## config.mk

```make
export PLATFORM = sky130hd
export DESIGN_NAME = multioper_sm_flat
export DESIGN_NICKNAME = d
export VERILOG_FILES = /design/src/rtl/multioper_pkg.sv /design/src/rtl/multioper_sm_if.sv /design/src/rtl/multioper_sm_mul_core.sv /design/src/rtl/multioper_sm.sv /design/src/flat_wrapper.sv
export SDC_FILE = /design/constraint.sdc
export NUM_CORES = 1
export LEC_CHECK = 0
export CAP_MARGIN = 15
export CORE_AREA = 2 2 39 41
export CTS_CLUSTER_SIZE = 8
export DETAILED_ROUTE_END_ITERATION = 6
export DIE_AREA = 0 0 41 43
export SETUP_SLACK_MARGIN = 0.15
export SLEW_MARGIN = 20
export SYNTH_ARGS = -nofsm -noshare
export SYNTH_HDL_FRONTEND = slang
export SYNTH_SLANG_ARGS = --single-unit
```

## constraint.sdc

```tcl
create_clock -name clk -period 0.8 [get_ports clk]
set_input_delay 0.16 -clock clk [delete_from_list [all_inputs] [get_ports clk]]
set_output_delay 0.16 -clock clk [all_outputs]
set_load 0.005 [all_outputs]
```

## src/rtl/multioper_pkg.sv

```systemverilog
`default_nettype none
// +--------------------------------------------------------------------+
// | Package  : multioper_pkg                                           |
// | Purpose  : Shared widths, types and helpers for the sign-magnitude |
// |            multiplier (multioper_sm).                              |
// | Contents : MAG_W_DEFAULT - default operand magnitude width         |
// |            OPW / PW      - operand / product widths               |
// |            sm_operand_t, sm_product_t, sign_of()                   |
// | Options  : none (MULTIOPER_ZF_EN is handled by the users)          |
// | Revision : 1.0 - initial release                                   |
// +--------------------------------------------------------------------+
package multioper_pkg;

   localparam int MAG_W_DEFAULT = 2;
   localparam int OPW           = MAG_W_DEFAULT + 1;
   localparam int PW            = 2 * MAG_W_DEFAULT + 1;

   typedef logic [OPW-1:0] sm_operand_t;
   typedef logic [PW-1:0]  sm_product_t;

   // Sign bit of a default-width sign-magnitude operand (1 = negative).
   function automatic logic sign_of(input sm_operand_t op);
      return op[OPW-1];
   endfunction

endpackage : multioper_pkg
`default_nettype wire

```

## src/rtl/multioper_sm_if.sv

```systemverilog
`default_nettype none
// +--------------------------------------------------------------------+
// | Interface: multioper_sm_if                                         |
// | Purpose  : Operand/result bundle of the sign-magnitude multiplier. |
// | Signals  : in_valid, a, b   - operand pair (master -> slave)       |
// |            out_valid, p     - registered product (slave -> master) |
// |            zf               - product-magnitude-zero flag, only    |
// |                               when MULTIOPER_ZF_EN is defined      |
// | Options  : MULTIOPER_ZF_EN                                         |
// | Revision : 1.0 - initial release                                   |
// +--------------------------------------------------------------------+
interface multioper_sm_if
   import multioper_pkg::*;
#(
   parameter int MAG_W = MAG_W_DEFAULT
);
   logic               in_valid;
   logic [MAG_W:0]     a;
   logic [MAG_W:0]     b;
   logic               out_valid;
   logic [2*MAG_W:0]   p;
`ifdef MULTIOPER_ZF_EN
   logic               zf;
`endif

   modport master (
      output in_valid, a, b,
      input  out_valid, p
`ifdef MULTIOPER_ZF_EN
      , input zf
`endif
   );

   modport slave (
      input  in_valid, a, b,
      output out_valid, p
`ifdef MULTIOPER_ZF_EN
      , output zf
`endif
   );
endinterface : multioper_sm_if
`default_nettype wire

```

## src/rtl/multioper_sm_mul_core.sv

```systemverilog
`default_nettype none
// +--------------------------------------------------------------------+
// | Module   : sm_mul_core                                             |
// | Purpose  : Combinational sign-magnitude multiply.                  |
// | Ports    : a, b  (in)  - MAG_W+1 bit operands, sign in MSB         |
// |            p     (out) - 2*MAG_W+1 bit product, sign in MSB        |
// |            zero  (out) - product magnitude is 0 (MULTIOPER_ZF_EN)  |
// | Options  : MULTIOPER_ZF_EN adds the zero output                    |
// | Revision : 1.0 - initial release                                   |
// +--------------------------------------------------------------------+
module sm_mul_core
   import multioper_pkg::*;
#(
   parameter int MAG_W = MAG_W_DEFAULT
) (
   input  wire logic [MAG_W:0]   a,
   input  wire logic [MAG_W:0]   b,
`ifdef MULTIOPER_ZF_EN
   output logic                  zero,
`endif
   output logic [2*MAG_W:0]      p
);

   // Magnitudes are widened to the full product width before multiplying
   // so the multiply is evaluated at 2*MAG_W bits and never truncates.
   logic [2*MAG_W-1:0] w_a_mag;
   logic [2*MAG_W-1:0] w_b_mag;
   logic [2*MAG_W-1:0] w_mag;
   logic               w_sign;

   assign w_a_mag = {{MAG_W{1'b0}}, a[MAG_W-1:0]};
   assign w_b_mag = {{MAG_W{1'b0}}, b[MAG_W-1:0]};
   assign w_mag   = w_a_mag * w_b_mag;

   // Sign is a plain XOR; a zero magnitude keeps its sign (no -0 cleanup).
   assign w_sign  = a[MAG_W] ^ b[MAG_W];

   assign p       = {w_sign, w_mag};

`ifdef MULTIOPER_ZF_EN
   assign zero    = (w_mag == '0);
`endif

endmodule : sm_mul_core
`default_nettype wire

```

## src/rtl/multioper_sm.sv

```systemverilog
`default_nettype none
// +--------------------------------------------------------------------+
// | Module   : multioper_sm                                            |
// | Purpose  : Registered sign-magnitude multiplier, 1-cycle latency.  |
// | Ports    : clk    - rising-edge clock                              |
// |            rst_n  - asynchronous active-low reset                  |
// |            bus    - multioper_sm_if.slave:                         |
// |                     in_valid, a, b -> out_valid, p (, zf)          |
// | Options  : MULTIOPER_ZF_EN adds registered zero flag bus.zf        |
// | Revision : 1.0 - initial release                                   |
// +--------------------------------------------------------------------+
module multioper_sm
   import multioper_pkg::*;
#(
   parameter int MAG_W = MAG_W_DEFAULT
) (
   input  wire logic        clk,
   input  wire logic        rst_n,
   multioper_sm_if.slave    bus
);

   logic [2*MAG_W:0] w_p;
   logic [2*MAG_W:0] r_p;
   logic             r_valid;
`ifdef MULTIOPER_ZF_EN
   logic             w_zf;
   logic             r_zf;
`endif

   sm_mul_core #(
      .MAG_W (MAG_W)
   ) u_core (
      .a    (bus.a),
      .b    (bus.b),
`ifdef MULTIOPER_ZF_EN
      .zero (w_zf),
`endif
      .p    (w_p)
   );

   // Valid follows in_valid every edge; the result registers only load
   // on accepted operands so p (and zf) hold across idle cycles.
   always_ff @(posedge clk or negedge rst_n) begin
      if (!rst_n) begin
         r_p     <= '0;
         r_valid <= 1'b0;
`ifdef MULTIOPER_ZF_EN
         r_zf    <= 1'b0;
`endif
      end else begin
         r_valid <= bus.in_valid;
         if (bus.in_valid) begin
            r_p  <= w_p;
`ifdef MULTIOPER_ZF_EN
            r_zf <= w_zf;
`endif
         end
      end
   end

   assign bus.p         = r_p;
   assign bus.out_valid = r_valid;
`ifdef MULTIOPER_ZF_EN
   assign bus.zf        = r_zf;
`endif

endmodule : multioper_sm
`default_nettype wire

```

## src/flat_wrapper.sv

```systemverilog
// flat-port wrapper written by rule: the top's interface ports become plain ports
module multioper_sm_flat import multioper_pkg::*;
#(
   parameter int MAG_W = MAG_W_DEFAULT
)
  (clk, rst_n, bus_in_valid, bus_a, bus_b, bus_out_valid, bus_p);
  multioper_sm_if #(.MAG_W(MAG_W)) bus_i ();
  input  wire logic clk;
  input  wire logic rst_n;
  input wire logic [$bits(bus_i.in_valid)-1:0] bus_in_valid;
  input wire logic [$bits(bus_i.a)-1:0] bus_a;
  input wire logic [$bits(bus_i.b)-1:0] bus_b;
  output wire logic [$bits(bus_i.out_valid)-1:0] bus_out_valid;
  output wire logic [$bits(bus_i.p)-1:0] bus_p;
  assign bus_i.in_valid = bus_in_valid;
  assign bus_i.a = bus_a;
  assign bus_i.b = bus_b;
  assign bus_out_valid = bus_i.out_valid;
  assign bus_p = bus_i.p;
  multioper_sm #(.MAG_W(MAG_W)) u_core (.clk(clk), .rst_n(rst_n), .bus(bus_i));
endmodule
```

After elaboration in Yosys (flattened, before gate mapping) --
Cells that the tools add are included.
Storage, ports and cells: register bits after elaboration 6, latch bits 0, bits in writable memories 0, memory bits (read-only) 0, output and inout bits 6, word-level logic and storage cells 4, memories kept 0
Operators by class: add/subtract/negate cells 0, multiply operators 1, divide/modulo/power cells 0, order comparisons 0, equality and inequality tests 0, shifts and indexed selects 0, mux-type cells 0, bitwise operators 1, reduce and logical (&&, ||, !) cells 0
Operator list (number):
- multiplier 2 x 2 -> 4 bit | 1
- bitwise XOR 1 bit | 1

Longest topological paths before layout --
Gate-level depths: netlist of the first run.
word-level depth 1, gate-level depth with buffers 4, mapped depth without buffers 4

Hierarchy --
Synthesis of the first run repeated with hierarchy kept, for this count alone.
Unflattened totals: cells, all modules 19, area total of the unflattened synthesis 272.8 µm²
Modules (own cells, without submodules):
- multioper_sm | times used 1, cells an instance 11, area an instance 206.4 µm², sequential area each 150.1 µm²
- sm_mul_core | times used 1, cells an instance 8, area an instance 66.3 µm², sequential area each 0.0 µm²

Worst setup path after synthesis of the first run --
Ideal clock, no wire load.
path type input-to-reg, from in bus_b[1], to reg u_core.r_p[2] (netlist: u_core.bus.p[2]), arrival time 0.985 ns, data required time 0.675 ns, setup slack -0.310 ns, stages on the path 4, cell sequence and2_1 -> ha_1 -> ha_1 -> mux2_4
Between the ends: word-level cells in the longest chain between the ends 1
Ends and longest elaborated chain:
- start, declared | RTL line flat_wrapper.sv:12 | input wire logic [$bits(bus_i.b)-1:0] bus_b;
- multiplier 2 x 2 -> 4 bit | RTL line multioper_sm_mul_core.sv:33 | assign w_mag = w_a_mag * w_b_mag;
- net u_core.u_core.p[2] | RTL line multioper_sm_mul_core.sv:21 | output logic [2*MAG_W:0] p
- end signal, assigned | RTL line multioper_sm.sv:53 | r_p <= w_p;
- end, declared | RTL line multioper_sm.sv:23 | logic [2*MAG_W:0] r_p;
The timed path passes the listed nets, and every way through them passes these cells. A chain may end at the register's enable or synchronous reset.

==> results of run 1 <==
## worst register-to-register path, stage by stage, from the launching register on
cell,delay [ps]
dfrtp_1,390
buf_6,120
buf_6,100
mux2_4,250
## cell usage in the layout, fill, tap and decap left out, drive strengths merged
master,n
a21oi,1
nand3,1
mux2,3
dfrtp,6
xnor2,1
o21ai,1
ha,2
clkdlybuf4s50,1
dlygate4sd2,3
clkbuf,3
nor2,1
buf,17
inv,1
and2,3
## timing repair
| item | CTS | global route |
|---|---|---|
| endpoints found under the setup margin | 12 | 11 |
| setup buffers | 1 | 1 |
| pin swaps | 6 | 0 |
| resized for setup | 47 | 5 |
## area by class of cell
class	count	area [sq um]
clock buffers	3	22.5
fillers	141	866
inverters	1	6.26
multi-input cells	13	150
flip-flops and latches	6	150
well taps	16	20.0
repair buffers	21	169
## registers in the layout (all words and copies together) (netlist names)
name	count
u_core.bus.out_valid	1
u_core.bus.p	5
## layer usage
| layer | vias up | share of wire [%] | global-route usage (%) |
|---|---|---|---|
| met3 | 0 | 12 | 6.81 |
| met1 | 114 | 33 | 9.21 |
| met2 | 15 | 55 | 16.9 |
| met5 | - | 0 | 0 |
| li1 | 117 | - | - |
| met4 | 0 | 0 | 8.00 |
## worst max-delay path by stage
stage                                   to  cells past startpoint
6_report       u_core.bus.p[1]$_DFFE_PN0P_                      3
5_1_grt        u_core.bus.p[1]$_DFFE_PN0P_                      3
4_1_cts        u_core.bus.p[1]$_DFFE_PN0P_                      3
3_5_place_dp   u_core.bus.p[2]$_DFFE_PN0P_                      5
3_3_place_gp   u_core.bus.p[2]$_DFFE_PN0P_                      5
2_1_floorplan  u_core.bus.p[2]$_DFFE_PN0P_                      4
## cells by family (layout without fill, tap and decap cells)
| logic type | count (synthesis) | in the layout | synth area share [%] |
|---|---|---|---|
| compound gates | 2 | 2 | 3.55 |
| buf+inv | 2 | 25 | 5.33 |
| flops | 6 | 6 | 53.3 |
| fa+ha+maj | 2 | 2 | 8.89 |
| simple gates | 5 | 5 | 9.78 |
| xor+xnor | 1 | 1 | 3.11 |
| mux | 3 | 3 | 16.0 |
## through the flow
step                total power, mW  hold slack, ps  instance area, sq um  utilization (%)  setup TNS [ps]
floorplan                     0.418            -136                   312                -            -491
global placement              0.549             409                   498             36.0           -3920
detailed placement            0.555             426                   498             36.0           -4000
CTS                           0.837             143                   494             35.7           -1010
global route                  0.900             161                   518             37.4           -1190
finish                        0.829             161                   518             37.4            -948
## power by group through the flow
| stage | Combinational (mW) | Clock, mW | Sequential [mW] |
|---|---|---|---|
| after detailed placement | 0.205 | 0 | 0.349 |
| after floorplan | 0.0672 | 0 | 0.351 |
| after global placement | 0.201 | 0 | 0.348 |
| final | 0.209 | 0.274 | 0.347 |
| after global routing | 0.231 | 0.321 | 0.348 |
| after CTS | 0.192 | 0.300 | 0.345 |
==> flow_metrics.tcl, run 1 <==
set metrics [dict create \
    cts.sinks 6 \
    routed_wl_microns 758 \
    yosysMostFrequentCell "dfrtp_1" \
    crit_chain "buf_6 > buf_6 > mux2_4" \
    layout.cells.non_filler 60 \
    cp_top_family "flip-flops" \
    ys_seq_elements 6 \
    die_area_sq_um 1760 \
    wire_per_inst_microns 12.6 \
    finalHoldViolCount 0 \
    dpl_worst_slack_ps -717 \
    path_class "flip-flop to flip-flop" \
    net-switching-power_uw 190 \
    root_buffer "clkbuf_4" \
    internal_power_uw 639 \
    cts_tree "yes" \
    grt_start_max_net_pins 7 \
    sequentialPowerShare_pct 41.8 \
    cts.path.max_buffers 2 \
    io_buffers 14 \
    setup_slack_ps -177 \
    yosys.area.top_type "dfrtp_1" \
    syn_area_per_cell_sq_um 13.4 \
    slew_violations 0 \
    r2r_end "u_core.bus.p[1]$_DFFE_PN0P_" \
    status "finished, violations left" \
    grt_use_total_pct 10.8 \
    start_util_pct 20.3 \
    min_period_ps 977 \
    critPathArrivalTime_ps 1100 \
    slowest_delay_ps 390 \
    drc 0 \
    max_cap_viol_count 0 \
    cts_hold_buffers 0 \
    dr.pass1.iters 2 \
    synthFlopType "dfrtp_1" \
    netlist_area_sq_um 282 \
    cp_slowest_cell "dfrtp_1" \
    viasPerCell 4.10 \
    slew_headroom_pct 81.1 \
    drt_iter0_markers 1 \
    crit_path_start_kind "flip-flop" \
    skew_ps 0 \
    p_leak_nw 0.261 \
    fp-row-count 14 \
    path_clk_slew_ps 50 \
    final_nets 57 \
    ys_top_cells_by_count "dfrtp_1, and2_1, mux2_4, ha_1" \
    place_inst 55 \
    min_path_type "input port to asynchronous set/reset pin" \
    power.density_nw_per_um2 1600 \
    fp.dieH_microns 43 \
    combPwrFrac_pct 25.1 \
    worstPathMaxFanout 2 \
    syn_inst 21 \
    ff2ff_setup_slack_ps -180 \
    synthArstFlopShare_pct 100 \
    synth.area.top_cells "dfrtp_1, mux2_4, ha_1, and2_1, buf_6" \
    cpMostUsedCell "buf_6" \
    required_ps 930 \
    antennaDiodeCount 0 \
    grt-ovfl-total 0 \
    grt_pass1_wl_microns 1140 \
    antenna_found_initial 0 \
    num_vias 246 \
    insertion_delay_ps 240 \
    cp-end-kind "flip-flop" \
    cts_made_buffers 3 \
    setup-violations-final 9 \
    synth.top_cell.area_share_pct 53.3 \
    dieWidth_microns 41 \
    critical_path_buf_inv_count 2 \
    place.gp.congestion 0.570 \
    violations "setup timing" \
    synth_edf_count 0 \
    h-tree-depth 1 \
    vdd_ir_drop_max_mv 0.705 \
    pwr-share-clk_pct 33.0 \
    core_area_sq_um 1380 \
    rsz0062_at_grt "true" \
    synth_nets 32 \
    max_freq_mhz 1020 \
    first_global_vias 278 \
    p_sw_share_pct 23.0 \
    post-route-period-util_pct 122 \
    r2r-start "u_core.bus.p[1]$_DFFE_PN0P_" \
    reg2reg_depth 3 \
    dp_hpwl_microns 529 \
    startpoint "u_core.bus.p[1]$_DFFE_PN0P_" \
    area_delta_synth_final_pct 84.0 \
    ys_seq_area_share_pct 53.3 \
    io_pins 15 \
    yosysUniqueCellTypes 11 \
    ant_nets 0 \
    drive_gt1_share_pct 65.9 \
    tightest_slew_ps 282 \
    yosysWarnings 0 \
]
Power figures use the tool's default switching activity.
==> run 2: changes to the inputs <==
PLACE_DENSITY_LB_ADDON = 0.12   (was unset)
RECOVER_POWER = 25   (was unset)
==> run 2 against run 1 <==
Net effect: the flow still finishes with violations (setup timing); combinational power down 27%; worst setup slack better by 82 ps; final area down 11%; final cell count down 6.7%; sequential share of layout area up 3.7 points; wire length down 22%; global-route usage down 1.6 points; via count down 11%; largest cell class is now sequential cells.
==> flow_metrics.tcl, run 2 (synthesis gave the netlist of run 1 again) <==
set metrics [dict create \
    setup_slack_ps -95.0 \
    holdPathStages 3 \
    root_buffer "clkbuf_4" \
    rsz0062_at_grt "true" \
    critPathArrivalTime_ps 1010 \
    n_fill_cell 147 \
    h-tree-depth 1 \
    final_nets 53 \
    dr.pass1.iters 3 \
    setup-violations-final 8 \
    slew_headroom_pct 74.5 \
    antenna_found_initial 0 \
    required_ps 920 \
    routed_wl_microns 595 \
    die_area_sq_um 1760 \
    insertion_delay_ps 240 \
    max_freq_mhz 1120 \
    place.gp.congestion 0.636 \
    first_global_vias 242 \
    fp.dieH_microns 43 \
    cts_made_buffers 3 \
    antennaDiodeCount 0 \
    start_util_pct 20.3 \
    vdd_ir_drop_max_mv 0.529 \
    ant_nets 0 \
    wire_per_inst_microns 10.6 \
    min_path_type "input port to flip-flop" \
    path_clk_slew_ps 50 \
    cp-end-kind "flip-flop" \
    mostFrequentLayoutCells "buf_2, dfrtp_1, mux2_4, clkbuf_4, buf_4" \
    p_leak_nw 0.229 \
    finalHoldViolCount 0 \
    final_area_sq_um 459 \
    grt_use_total_pct 9.22 \
    drive_gt1_share_pct 57.5 \
    hp-start "bus_a[0]" \
    placed_cell_area_sq_um 475 \
    reg2reg_depth 2 \
    fin_util_pct 33.2 \
    grt_pass1_wl_microns 972 \
    cts.sinks 6 \
    worstPathMaxFanout 2 \
    power.density_nw_per_um2 1670 \
    area_delta_synth_final_pct 63.1 \
    fp-row-count 14 \
    io_buffers 14 \
    drt_iter0_markers 5 \
    grt-ovfl-total 0 \
    io_pins 15 \
    post-route-period-util_pct 112 \
    cts.path.max_buffers 2 \
    skew_ps 0 \
    crit_path_start_kind "input port" \
    slew_violations 0 \
    status "finished, violations left" \
    final_common_cell "buf_2" \
    cts_tree "yes" \
    num_vias 219 \
    drc 0 \
    r2r-start "u_core.bus.p[2]$_DFFE_PN0P_" \
    viasPerCell 3.91 \
    violations "setup timing" \
    dp_hpwl_microns 456 \
    core_area_sq_um 1380 \
    min_period_ps 895 \
    path_class "input port to flip-flop" \
    tightest_slew_ps 383 \
    startpoint "bus_b[0]" \
    dieWidth_microns 41 \
    max_cap_viol_count 0 \
    largest_reg_flops 5 \
    grt_start_max_net_pins 8 \
]
==> run 2: metrics by stage <==
| step | setup TNS (ps) | hold slack (ps) | power (mW) | worst slack, ps | std cells |
|---|---|---|---|---|---|
| finish | -651 | 159 | 0.769 | -95.0 | 56 |
| global route | -895 | 153 | 0.837 | -142 | 56 |
| CTS | -715 | 163 | 0.788 | -108 | 56 |
| detailed placement | -3940 | 426 | 0.537 | -728 | 52 |
| global placement | -3830 | 419 | 0.536 | -693 | 52 |
| floorplan | -491 | -136 | 0.418 | -242 | 21 |
==> run 2: routing by layer <==
layer	up-vias	part of all wire, %	GRT usage (%)
li1	110	-	-
met1	100	40	9.60
met2	9	51	12.8
met3	0	9.1	3.14
met4	0	0	10.0
met5	-	0	0
==> run 2: repair_timing <==
action / 4_1_cts / 5_1_grt
hold buffers: 0 / 0
endpoints found under the setup margin: 12 / 10
setup buffers: 1 / 0
pin swaps: 6 / 1
gates resized for setup: 47 / 0
==> run 2: area by class of cell <==
cell class | instances | area, sq um | area share (%)
sequential | 6 | 150 | 32.7
multi-input combinational | 13 | 146 | 31.9
timing repair buffer | 17 | 116 | 25.3
clock buffer | 3 | 22.5 | 4.90
tap | 16 | 20.0 | 4.36
inverter | 1 | 3.75 | 0.817
==> run 2: worst max-delay path, stage by stage <==
cell and delay (ps):
buf_6 90, and2_4 150, ha_4 160, ha_4 200
mux2_4 250
==> run 2: report_power, final <==
part / internal (mW) / switching [mW]
clock: 0.169 / 0.105
combinational: 0.0964 / 0.0560
sequential: 0.331 / 0.0111
==> run 2: worst paths after layout <==
path | end | slack, ps
worst min-delay path | u_core.bus.p[0]$_DFFE_PN0P_ | 160
worst min register to register | u_core.bus.p[1]$_DFFE_PN0P_ | 510
min in group asynchronous | u_core.bus.out_valid$_DFF_PN0_ | 230
worst max-delay path | u_core.bus.p[2]$_DFFE_PN0P_ | -100
max in group asynchronous | u_core.bus.p[3]$_DFFE_PN0P_ | 340
worst max register to register | u_core.bus.p[2]$_DFFE_PN0P_ | -60
